--- src/rtl/memorio_bus_pkg.sv ---
// ----------------------------------------------------------------------------
// memorio_bus_pkg
//   Shared definitions for the memory/IO stage: the IO window prefix, the
//   word offsets of the IO registers, CTRL bit positions and the address
//   decoder used by the load mux and the register write enables.
// ----------------------------------------------------------------------------
package memorio_bus_pkg;

    // Addr_result[31:10] all ones selects the IO window.
    localparam logic [21:0] IO_PREFIX  = 22'h3FFFFF;

    localparam logic [9:0]  OFF_SWITCH = 10'h000;
    localparam logic [9:0]  OFF_LED    = 10'h004;
    localparam logic [9:0]  OFF_CNT    = 10'h008;
    localparam logic [9:0]  OFF_CTRL   = 10'h00C;

    localparam int CTRL_CLR_BIT = 0;
    localparam int CTRL_EN_BIT  = 1;

    typedef enum logic [1:0] {
        IO_SWITCH = 2'd0,
        IO_LED    = 2'd1,
        IO_CNT    = 2'd2,
        IO_CTRL   = 2'd3
    } io_reg_e;

    typedef struct packed {
        logic    hit;   // address names a mapped IO register
        io_reg_e sel;   // which register (only meaningful when hit=1)
    } io_dec_t;

    // Byte lanes Addr_result[1:0] are ignored: decode on the word offset only.
    function automatic io_dec_t io_decode(input logic [31:0] addr);
        io_dec_t d;
        d.hit = 1'b0;
        d.sel = IO_SWITCH;
        if (addr[31:10] == IO_PREFIX) begin
            case ({addr[9:2], 2'b00})
                OFF_SWITCH: begin d.hit = 1'b1; d.sel = IO_SWITCH; end
                OFF_LED:    begin d.hit = 1'b1; d.sel = IO_LED;    end
                OFF_CNT:    begin d.hit = 1'b1; d.sel = IO_CNT;    end
                OFF_CTRL:   begin d.hit = 1'b1; d.sel = IO_CTRL;   end
                default:    ;
            endcase
        end
        return d;
    endfunction

endpackage

--- src/rtl/memorio_bus_sw_debounce.sv ---
// ----------------------------------------------------------------------------
// memorio_bus_sw_debounce
//   Two-flop synchronizer followed by a whole-vector debouncer. A new
//   synchronized value must stay unchanged for DEB_CYCLES clocks before it
//   replaces the stable value; any change before that restarts the count.
// Ports
//   i_clk        in   1     clock, rising edge
//   i_rst        in   1     asynchronous active-high reset
//   i_sw         in   SW_W  raw asynchronous switch pins
//   o_sw_stable  out  SW_W  debounced switch value
// ----------------------------------------------------------------------------
module memorio_bus_sw_debounce #(
    parameter int SW_W       = 24,
    parameter int DEB_CYCLES = 20
) (
    input  logic            i_clk,
    input  logic            i_rst,
    input  logic [SW_W-1:0] i_sw,
    output logic [SW_W-1:0] o_sw_stable
);

    localparam int            DW       = $clog2(DEB_CYCLES);
    localparam logic [DW-1:0] DEB_LAST = DW'(DEB_CYCLES - 1);

    logic [SW_W-1:0] r_sync0;
    logic [SW_W-1:0] r_sync1;    // sw_sync
    logic [SW_W-1:0] r_stable;
    logic [DW-1:0]   r_deb_cnt;

    always_ff @(posedge i_clk or posedge i_rst) begin
        if (i_rst) begin
            r_sync0   <= '0;
            r_sync1   <= '0;
            r_stable  <= '0;
            r_deb_cnt <= '0;
        end else begin
            r_sync0 <= i_sw;
            r_sync1 <= r_sync0;
            if (r_sync1 == r_stable) begin
                r_deb_cnt <= '0;
            end else if (r_deb_cnt == DEB_LAST) begin
                r_stable  <= r_sync1;
                r_deb_cnt <= '0;
            end else if (r_sync0 != r_sync1) begin
                // sw_sync takes a new value on this edge, so its stability
                // count starts again from zero.
                r_deb_cnt <= '0;
            end else begin
                r_deb_cnt <= r_deb_cnt + DW'(1);
            end
        end
    end

    assign o_sw_stable = r_stable;

endmodule

--- src/rtl/memorio_bus.sv ---
// ----------------------------------------------------------------------------
// memorio_bus
//   Data-side memory/IO stage of the single-cycle CPU. Loads and stores go
//   either to data memory or to a small IO register file (debounced switches,
//   LED register, free-running cycle counter, counter control).
// Ports
//   clock, reset          clock (rising edge), async active-high reset
//   MemRead/MemWrite      data memory strobes from control32
//   IORead/IOWrite        IO window strobes from control32
//   Addr_result, Wdata    ALU byte address and store data
//   Mem_rdata             data memory read data
//   Mem_addr/Mem_wdata    pass-through address / store data to data memory
//   Mem_we                data memory write enable, blocked during IO writes
//   Rdata                 combinational load data to write-back
//   switch_i, led_o       raw switch pins, registered LED pins
// ----------------------------------------------------------------------------
module memorio_bus
    import memorio_bus_pkg::*;
#(
    parameter int SW_W       = 24,
    parameter int LED_W      = 24,
    parameter int DEB_CYCLES = 20,
    parameter int CNT_W      = 32
) (
    input  logic             clock,
    input  logic             reset,
    input  logic             MemRead,
    input  logic             MemWrite,
    input  logic             IORead,
    input  logic             IOWrite,
    input  logic [31:0]      Addr_result,
    input  logic [31:0]      Wdata,
    input  logic [31:0]      Mem_rdata,
    output logic [31:0]      Mem_addr,
    output logic [31:0]      Mem_wdata,
    output logic             Mem_we,
    output logic [31:0]      Rdata,
    input  logic [SW_W-1:0]  switch_i,
    output logic [LED_W-1:0] led_o
);

    logic [SW_W-1:0]  w_sw_stable;
    io_dec_t          w_io_dec;
    logic             w_led_wr;
    logic             w_ctrl_wr;
    logic [31:0]      w_io_rdata;

    logic [LED_W-1:0] r_led;
    logic [CNT_W-1:0] r_cnt;
    logic             r_cnt_en;

    memorio_bus_sw_debounce #(
        .SW_W       (SW_W),
        .DEB_CYCLES (DEB_CYCLES)
    ) sw_debounce (
        .i_clk       (clock),
        .i_rst       (reset),
        .i_sw        (switch_i),
        .o_sw_stable (w_sw_stable)
    );

    assign Mem_addr  = Addr_result;
    assign Mem_wdata = Wdata;
    assign Mem_we    = MemWrite & ~IOWrite;

    assign w_io_dec  = io_decode(Addr_result);
    assign w_led_wr  = IOWrite & w_io_dec.hit & (w_io_dec.sel == IO_LED);
    assign w_ctrl_wr = IOWrite & w_io_dec.hit & (w_io_dec.sel == IO_CTRL);

    always_ff @(posedge clock or posedge reset) begin
        if (reset) begin
            r_led <= '0;
        end else if (w_led_wr) begin
            r_led <= Wdata[LED_W-1:0];
        end
    end

    // The enable used for this edge's increment is the old one; a clear in
    // the same CTRL write overrides the increment.
    always_ff @(posedge clock or posedge reset) begin
        if (reset) begin
            r_cnt    <= '0;
            r_cnt_en <= 1'b1;
        end else begin
            if (w_ctrl_wr) begin
                r_cnt_en <= Wdata[CTRL_EN_BIT];
            end
            if (w_ctrl_wr && Wdata[CTRL_CLR_BIT]) begin
                r_cnt <= '0;
            end else if (r_cnt_en) begin
                r_cnt <= r_cnt + CNT_W'(1);
            end
        end
    end

    assign led_o = r_led;

    // CTRL is write-only and reads as zero, like unmapped offsets.
    always_comb begin
        w_io_rdata = '0;
        if (w_io_dec.hit) begin
            case (w_io_dec.sel)
                IO_SWITCH: w_io_rdata = 32'(w_sw_stable);
                IO_LED:    w_io_rdata = 32'(r_led);
                IO_CNT:    w_io_rdata = 32'(r_cnt);
                default:   w_io_rdata = '0;
            endcase
        end
    end

    assign Rdata = IORead  ? w_io_rdata :
                   MemRead ? Mem_rdata  : 32'd0;

endmodule

--- config.mk ---
export PLATFORM = sky130hd
export DESIGN_NAME = memorio_bus
export DESIGN_NICKNAME = d
export VERILOG_FILES = /design/src/rtl/memorio_bus_pkg.sv /design/src/rtl/memorio_bus_sw_debounce.sv /design/src/rtl/memorio_bus.sv
export SDC_FILE = /design/constraint.sdc
export NUM_CORES = 1
export LEC_CHECK = 0
export CORE_MARGIN = 8
export CORE_UTILIZATION = 30
export CTS_CLUSTER_SIZE = 24
export DETAILED_ROUTE_END_ITERATION = 6
export DONT_BUFFER_PORTS = 1
export HOLD_SLACK_MARGIN = 0.15
export SYNTH_ARGS = -nofsm -noshare
export SYNTH_HDL_FRONTEND = slang
export SYNTH_HIERARCHICAL = 1
export SYNTH_SLANG_ARGS = --single-unit
--- constraint.sdc ---
create_clock -name clock -period 3.5 [get_ports clock]
set_clock_uncertainty 0.15 [all_clocks]
set_input_delay 0.7 -clock clock [delete_from_list [all_inputs] [get_ports clock]]
set_output_delay 0.7 -clock clock [all_outputs]
set_load 0.03 [all_outputs]
==> qor.yml, run 1 <==
finish:
  most-common-layout-cells: "dfrtp_1, xor2_1, mux2_4"
  drive_above_1_share_pct: 20.4
  fillers: 2331
  nets: 743
  mostFrequentLayoutCell: "dfrtp_1"
  antenna_cells: 0
  final_cell_area_um2: 8020
  area_growth_pct: 12.1
power_and_ir_drop:
  p_seq_share_pct: 41.8
  switchingPower_mw: 0.839
  pwr_density_cell_nw_per_um2: 479
  peakVddDrop_v: 0.000337
  pwr-share-clk_pct: 53.0
  p_int_mw: 3.00
  power_frac_comb_pct: 5.2
  switching_share_pct: 21.9
  total_leakage_power_nw: 3.41
yosys:
  synth_cell_types: 51
  syn-cell-area_um2: 7150
  synthDominantCellAreaShare_pct: 46.5
  ys.flop_type: "dfrtp_1"
  netlist_instances: 638
  synth_top_cell_by_area: "dfrtp_1"
  synth_edf_count: 0
  syn-num-nets: 766
  ys_async_sr_fraction_pct: 100
  syn_avg_cell_area_um2: 11.2
  yosysWarnings: 6
  synth_seq_area_share_pct: 46.9
  yosys_register_bits: 134
  synthTopCellsByArea: "dfrtp_1, mux2_4, buf_4"
timing:
  slew-limit-headroom_pct: 50.8
  worstMarginPinSlew_ns: 0.738
  fmax_mhz: 305
  fin_crit_sh_pct: 93.7
  final_max_slew_viol_count: 0
  finalHoldViolations: 0
  fin_ws_ns: 0.222
  setup_viol: 0
  rsz0062_at_grt: "false"
  period_minus_slack_ns: 3.28
route:
  wl_per_cell_um: 20.0
  wl_met1_um: 8520
  drtAntennaViolNets: 0
  totalWireLength_um: 18900
  vias: 4626
  drtIter0Drc: 232
  wl_met2_um: 9360
  viasPerCell: 4.89
  dr.pass1.iters: 5
  top_layer: "met5"
  wl_met3_um: 866
  drc_errors: 0
place:
  post-dp-hpwl_um: 14500
  portBuffers: 0
  dpl-instance-area_um2: 7090
  place.gp.congestion: 0.753
  dpl_worst_slack_ns: 0.210
die:
  core_um2: 23500
  die_area_um2: 29000
  die_w_um: 170
  die_y_um: 170
  rows: 56
  num_io_pins: 247
  initial_core_util_pct: 30.5
global_routing:
  antenna_found_initial: 1
  grt_pass1_vias: 4814
  grt_pass1_wl_um: 29000
  overflow: 0
  grt_max_degree: 56
  groute.usage.overall_pct: 13.2
critical_path:
  crit_type: "in -> out"
  crit_arrival_ns: 2.43
  cp.required_ns: 2.65
  cp-end-kind: "output pin"
  start_kind: "input pin"
  critPathMaxFanout: 15
clock_network:
  cts_hold_buf: 25
  cts_sinks: 134
  cts_buffers: 17
  cts.path.max_buffers: 2
  cts_resized: 0
  cts_tree: "done"
  insertion_delay_ns: 0.42
  post_cts_buffers: 0
  cts_max_level: 4
  cts_root_buf: "clkbuf_16"
  clk_pin_slew_ns: 0.06
flow_run:
  maxCapViolCount: 0
status:
  run_status: "finished, final reports clean"
min_path:
  hold_class: "reg -> reg"
[synth_stat cells, drive strengths merged, types with 12 or more instances]
master	instances
a21oi	37
buf	79
clkbuf	17
dfrtp	133
mux2	49
mux2i	26
nand2	39
nand3	12
nand4	24
nor2	34
o21ai	33
xnor2	18
xor2	44
[logic make-up (layout without fill, tap and decap cells)]
family	after synthesis	count (layout)	synth area share, %
AO/OA/AOI/OAI	97	97	8.29
buffers and inverters	99	88	9.85
AND/OR/NAND/NOR	169	169	13.5
multiplexers	75	75	13.5
flip-flops	134	134	46.9
adder cells (fa/ha/maj)	2	2	0.350
XOR/XNOR	62	62	7.59
[per-layer routing]
layer	vias to the layer above	global-route usage, %
met1	2311	17.0
met2	127	21.7
li1	2171	-
met3	15	2.90
met4	2	3.78
met5	-	0
[final timing paths]
kind                                         startpoint                     endpoint  slack, ns  cells past startpoint
worst max-delay path                     Addr_result[5]                    Rdata[11]       0.22                      6
worst min-delay path             sw_debounce/r_sync0[3]       sw_debounce/r_sync1[3]       0.24                      0
worst max register to register  sw_debounce/r_sync1[22]  sw_debounce/o_sw_stable[14]       0.94                      6
worst min register to register   sw_debounce/r_sync0[3]       sw_debounce/r_sync1[3]       0.24                      0
max in group asynchronous                         reset       sw_debounce/r_sync1[0]       1.73                      3
min in group asynchronous                         reset                     led_o[4]       0.52                      2
[sequential cells by signal, summed over array words and instances (netlist names)]
| register | flops |
|---|---|
| r_cnt | 32 |
| led_o | 24 |
| sw_debounce/o_sw_stable | 24 |
| sw_debounce/r_sync0 | 24 |
| sw_debounce/r_sync1 | 24 |
| sw_debounce/r_deb_cnt | 5 |
| r_cnt_en | 1 |
[power groups by stage]
stage / Clock, mW / Sequential [mW] / Combinational, mW
finish: 2.04 / 1.61 / 0.198
global route: 2.16 / 1.61 / 0.219
floorplan: 0 / 1.63 / 0.277
CTS: 2.08 / 1.61 / 0.204
global placement: 0 / 1.63 / 0.180
detailed placement: 0 / 1.63 / 0.181
[final cells by class]
cell class / count / area [um^2] / share of cell area (%)
sequential: 134 / 3350 / 41.8
multi-input combinational: 405 / 3100 / 38.6
timing repair buffer: 54 / 480 / 5.99
clock buffer: 17 / 425 / 5.31
tap: 319 / 399 / 4.98
clock inverter: 14 / 249 / 3.11
inverter: 3 / 11.3 / 0.140
[through the flow]
step | std cells | setup TNS [ns] | hold WS, ns | total power [mW] | utilization (%)
after detailed placement | 890 | 0 | 0.232 | 1.82 | 30.2
after global routing | 946 | 0 | 0.258 | 3.99 | 34.2
final | 946 | 0 | 0.240 | 3.84 | 34.2
after CTS | 946 | 0 | 0.246 | 3.90 | 34.2
after global placement | 890 | 0 | 0.230 | 1.81 | 30.2
after floorplan | 638 | -0.0727 | 0.222 | 1.90 | -
[worst max-delay path, stage by stage]
cell,delay (ns)
or4b_4,0.53
nor4_4,0.34
nand4_2,0.22
buf_4,0.25
o21ai_0,0.19
buf_4,0.19
Power figures use the tool's default switching activity.
==> run 2: changes to the inputs <==
==> constraint.sdc (replaced) <==
create_clock -name clock -period 3.5 [get_ports clock]
set_clock_uncertainty 0.15 [all_clocks]
set_input_delay 0.875 -clock clock [delete_from_list [all_inputs] [get_ports clock]]
set_output_delay 0.875 -clock clock [all_outputs]
set_load 0.03 [all_outputs]
==> run 2 against run 1 <==
  * Worst setup slack got worse by 0.19 ns
  * Power shrank 6.0%
  * Cell count shrank 1.2%
  * Core utilization decreased by 0.21 points
  * Via count is 1.5% lower
  * Largest cell class unchanged
  * Non-clock buffer count is 12 lower
  * Combinational power barely moved
  * Sequential cell count did not move
  * First-iteration DRC count grew 4.3%
  * Critical path depth unchanged
  * Register-to-register slack better by 0.21 ns
==> qor.yml, run 2 (same netlist as run 1, synthesis figures left out) <==
timing:
  finalHoldViolations: 0
  tns_ns: 0
  whs_ns: 0.244
  setup_viol: 0
  slew-limit-headroom_pct: 54.8
  fmax_mhz: 288
  period_minus_slack_ns: 3.47
  rsz0062_at_grt: "true"
  worstMarginPinSlew_ns: 0.676
  fin_crit_sh_pct: 99.0
  fin_ws_ns: 0.0336
  final_max_slew_viol_count: 0
finish:
  finalNonFillerCells: 935
  regMostFlops: "r_cnt"
  drive_above_1_share_pct: 24.8
  area_growth_pct: 11.4
  antenna_cells: 0
  most-common-layout-cells: "dfrtp_1, xor2_1, mux2_4"
  final_cell_area_um2: 7970
  multi_input_area_um2: 3130
  fillers: 2341
  utilization_pct: 33.9
  seq_area_um2: 3350
  nets: 731
  largest_reg_flops: 32
  mostFrequentLayoutCell: "dfrtp_1"
route:
  wl_per_cell_um: 19.9
  dr.pass1.iters: 4
  viasPerCell: 4.87
  drtIter0Drc: 242
  drc_errors: 0
  totalWireLength_um: 18600
  drtAntennaViolNets: 0
  vias: 4557
clock_network:
  cts.path.max_buffers: 2
  cts_sinks: 134
  clk_pin_slew_ns: 0.06
  insertion_delay_ns: 0.42
  cts_max_level: 4
  cts_buffers: 17
  cts_hold_buf: 0
  post_cts_buffers: 0
  cts_tree: "done"
  cts_root_buf: "clkbuf_16"
die:
  rows: 56
  die_area_um2: 29000
  num_io_pins: 247
  core_um2: 23500
  initial_core_util_pct: 30.5
  die_y_um: 170
  die_w_um: 170
critical_path:
  cp-end-kind: "output pin"
  path_buf_inv: 2
  cpMaxStageDelayCell: "or4b_4"
  cpLargestDelayFamily: "simple AND/OR/NAND/NOR gates"
  cpPeakStageDelay_ns: 0.53
  cp_cell_sequence: "or4b_4, nor4_4, and3_4, buf_12, a32o_2, buf_6"
  critPathMaxFanout: 9
  cp.required_ns: 2.47
  crit_type: "in -> out"
  crit_arrival_ns: 2.44
  start_kind: "input pin"
  startpoint: "Addr_result[6]"
  r2r_start: "r_cnt_en"
place:
  post-dp-hpwl_um: 14300
  place.gp.congestion: 0.755
  dpl-instance-area_um2: 7330
  dpl_worst_slack_ns: -0.0205
  portBuffers: 0
  placed_cells: 903
power_and_ir_drop:
  p_seq_share_pct: 44.5
  p_int_mw: 2.68
  pwr-share-clk_pct: 50.1
  peakVddDrop_v: 0.000333
  pwr_density_cell_nw_per_um2: 453
  power_frac_comb_pct: 5.4
  switchingPower_mw: 0.927
  total_leakage_power_nw: 3.43
  switching_share_pct: 25.7
  p_total_mw: 3.61
min_path:
  hold_class: "reg -> reg"
  min_from: "sw_debounce/r_sync0[15]"
flow_run:
  maxCapViolCount: 0
global_routing:
  antenna_found_initial: 0
  grt_pass1_vias: 4807
  groute.usage.overall_pct: 12.9
  overflow: 0
  grt_pass1_wl_um: 28400
  grt_max_degree: 78
status:
  run_status: "finished, final reports clean"
[run 2: final cells by class]
cell class                      instances  area share [%]
Clock buffer                           17            5.34
Clock inverter                         15            2.26
Inverter                                3           0.141
Multi-Input combinational cell        405            39.3
Sequential cell                       134            42.1
Tap cell                              319            5.01
Timing Repair Buffer                   42            5.87
[run 2: what timing repair did]
item                       4_1_cts  5_1_grt
resized for setup                4       13
setup endpoints to repair        4       27
pin swaps                        0        3
cloned                           0        0
[run 2: final timing paths]
kind	end	slack, ns	depth (start not counted)
min in group asynchronous	sw_debounce/o_sw_stable[9]	0.27	2
worst max-delay path	Rdata[24]	0.03	6
worst max register to register	r_cnt[27]	1.15	4
worst min register to register	sw_debounce/r_sync1[15]	0.24	0
max in group asynchronous	r_cnt_en	2.09	2
worst min-delay path	sw_debounce/r_sync1[15]	0.24	0
[run 2: per-layer routing]
| layer | routed length (um) | track usage [%] | vias to the layer above | part of all wire, % |
|---|---|---|---|---|
| met5 | 0 | 0 | - | 0 |
| met4 | 162 | 3.55 | 0 | 0.87 |
| met3 | 939 | 3.78 | 10 | 5.0 |
| met2 | 9030 | 20.4 | 124 | 48 |
| met1 | 8510 | 16.8 | 2282 | 46 |
| li1 | - | - | 2141 | - |
[run 2: power groups by stage]
stage,sequential [mW],clock [mW],combinational [mW]
floorplan,1.63,0,0.279
global placement,1.63,0,0.197
detailed placement,1.63,0,0.198
CTS,1.61,1.85,0.199
global route,1.61,1.91,0.216
finish,1.61,1.81,0.195
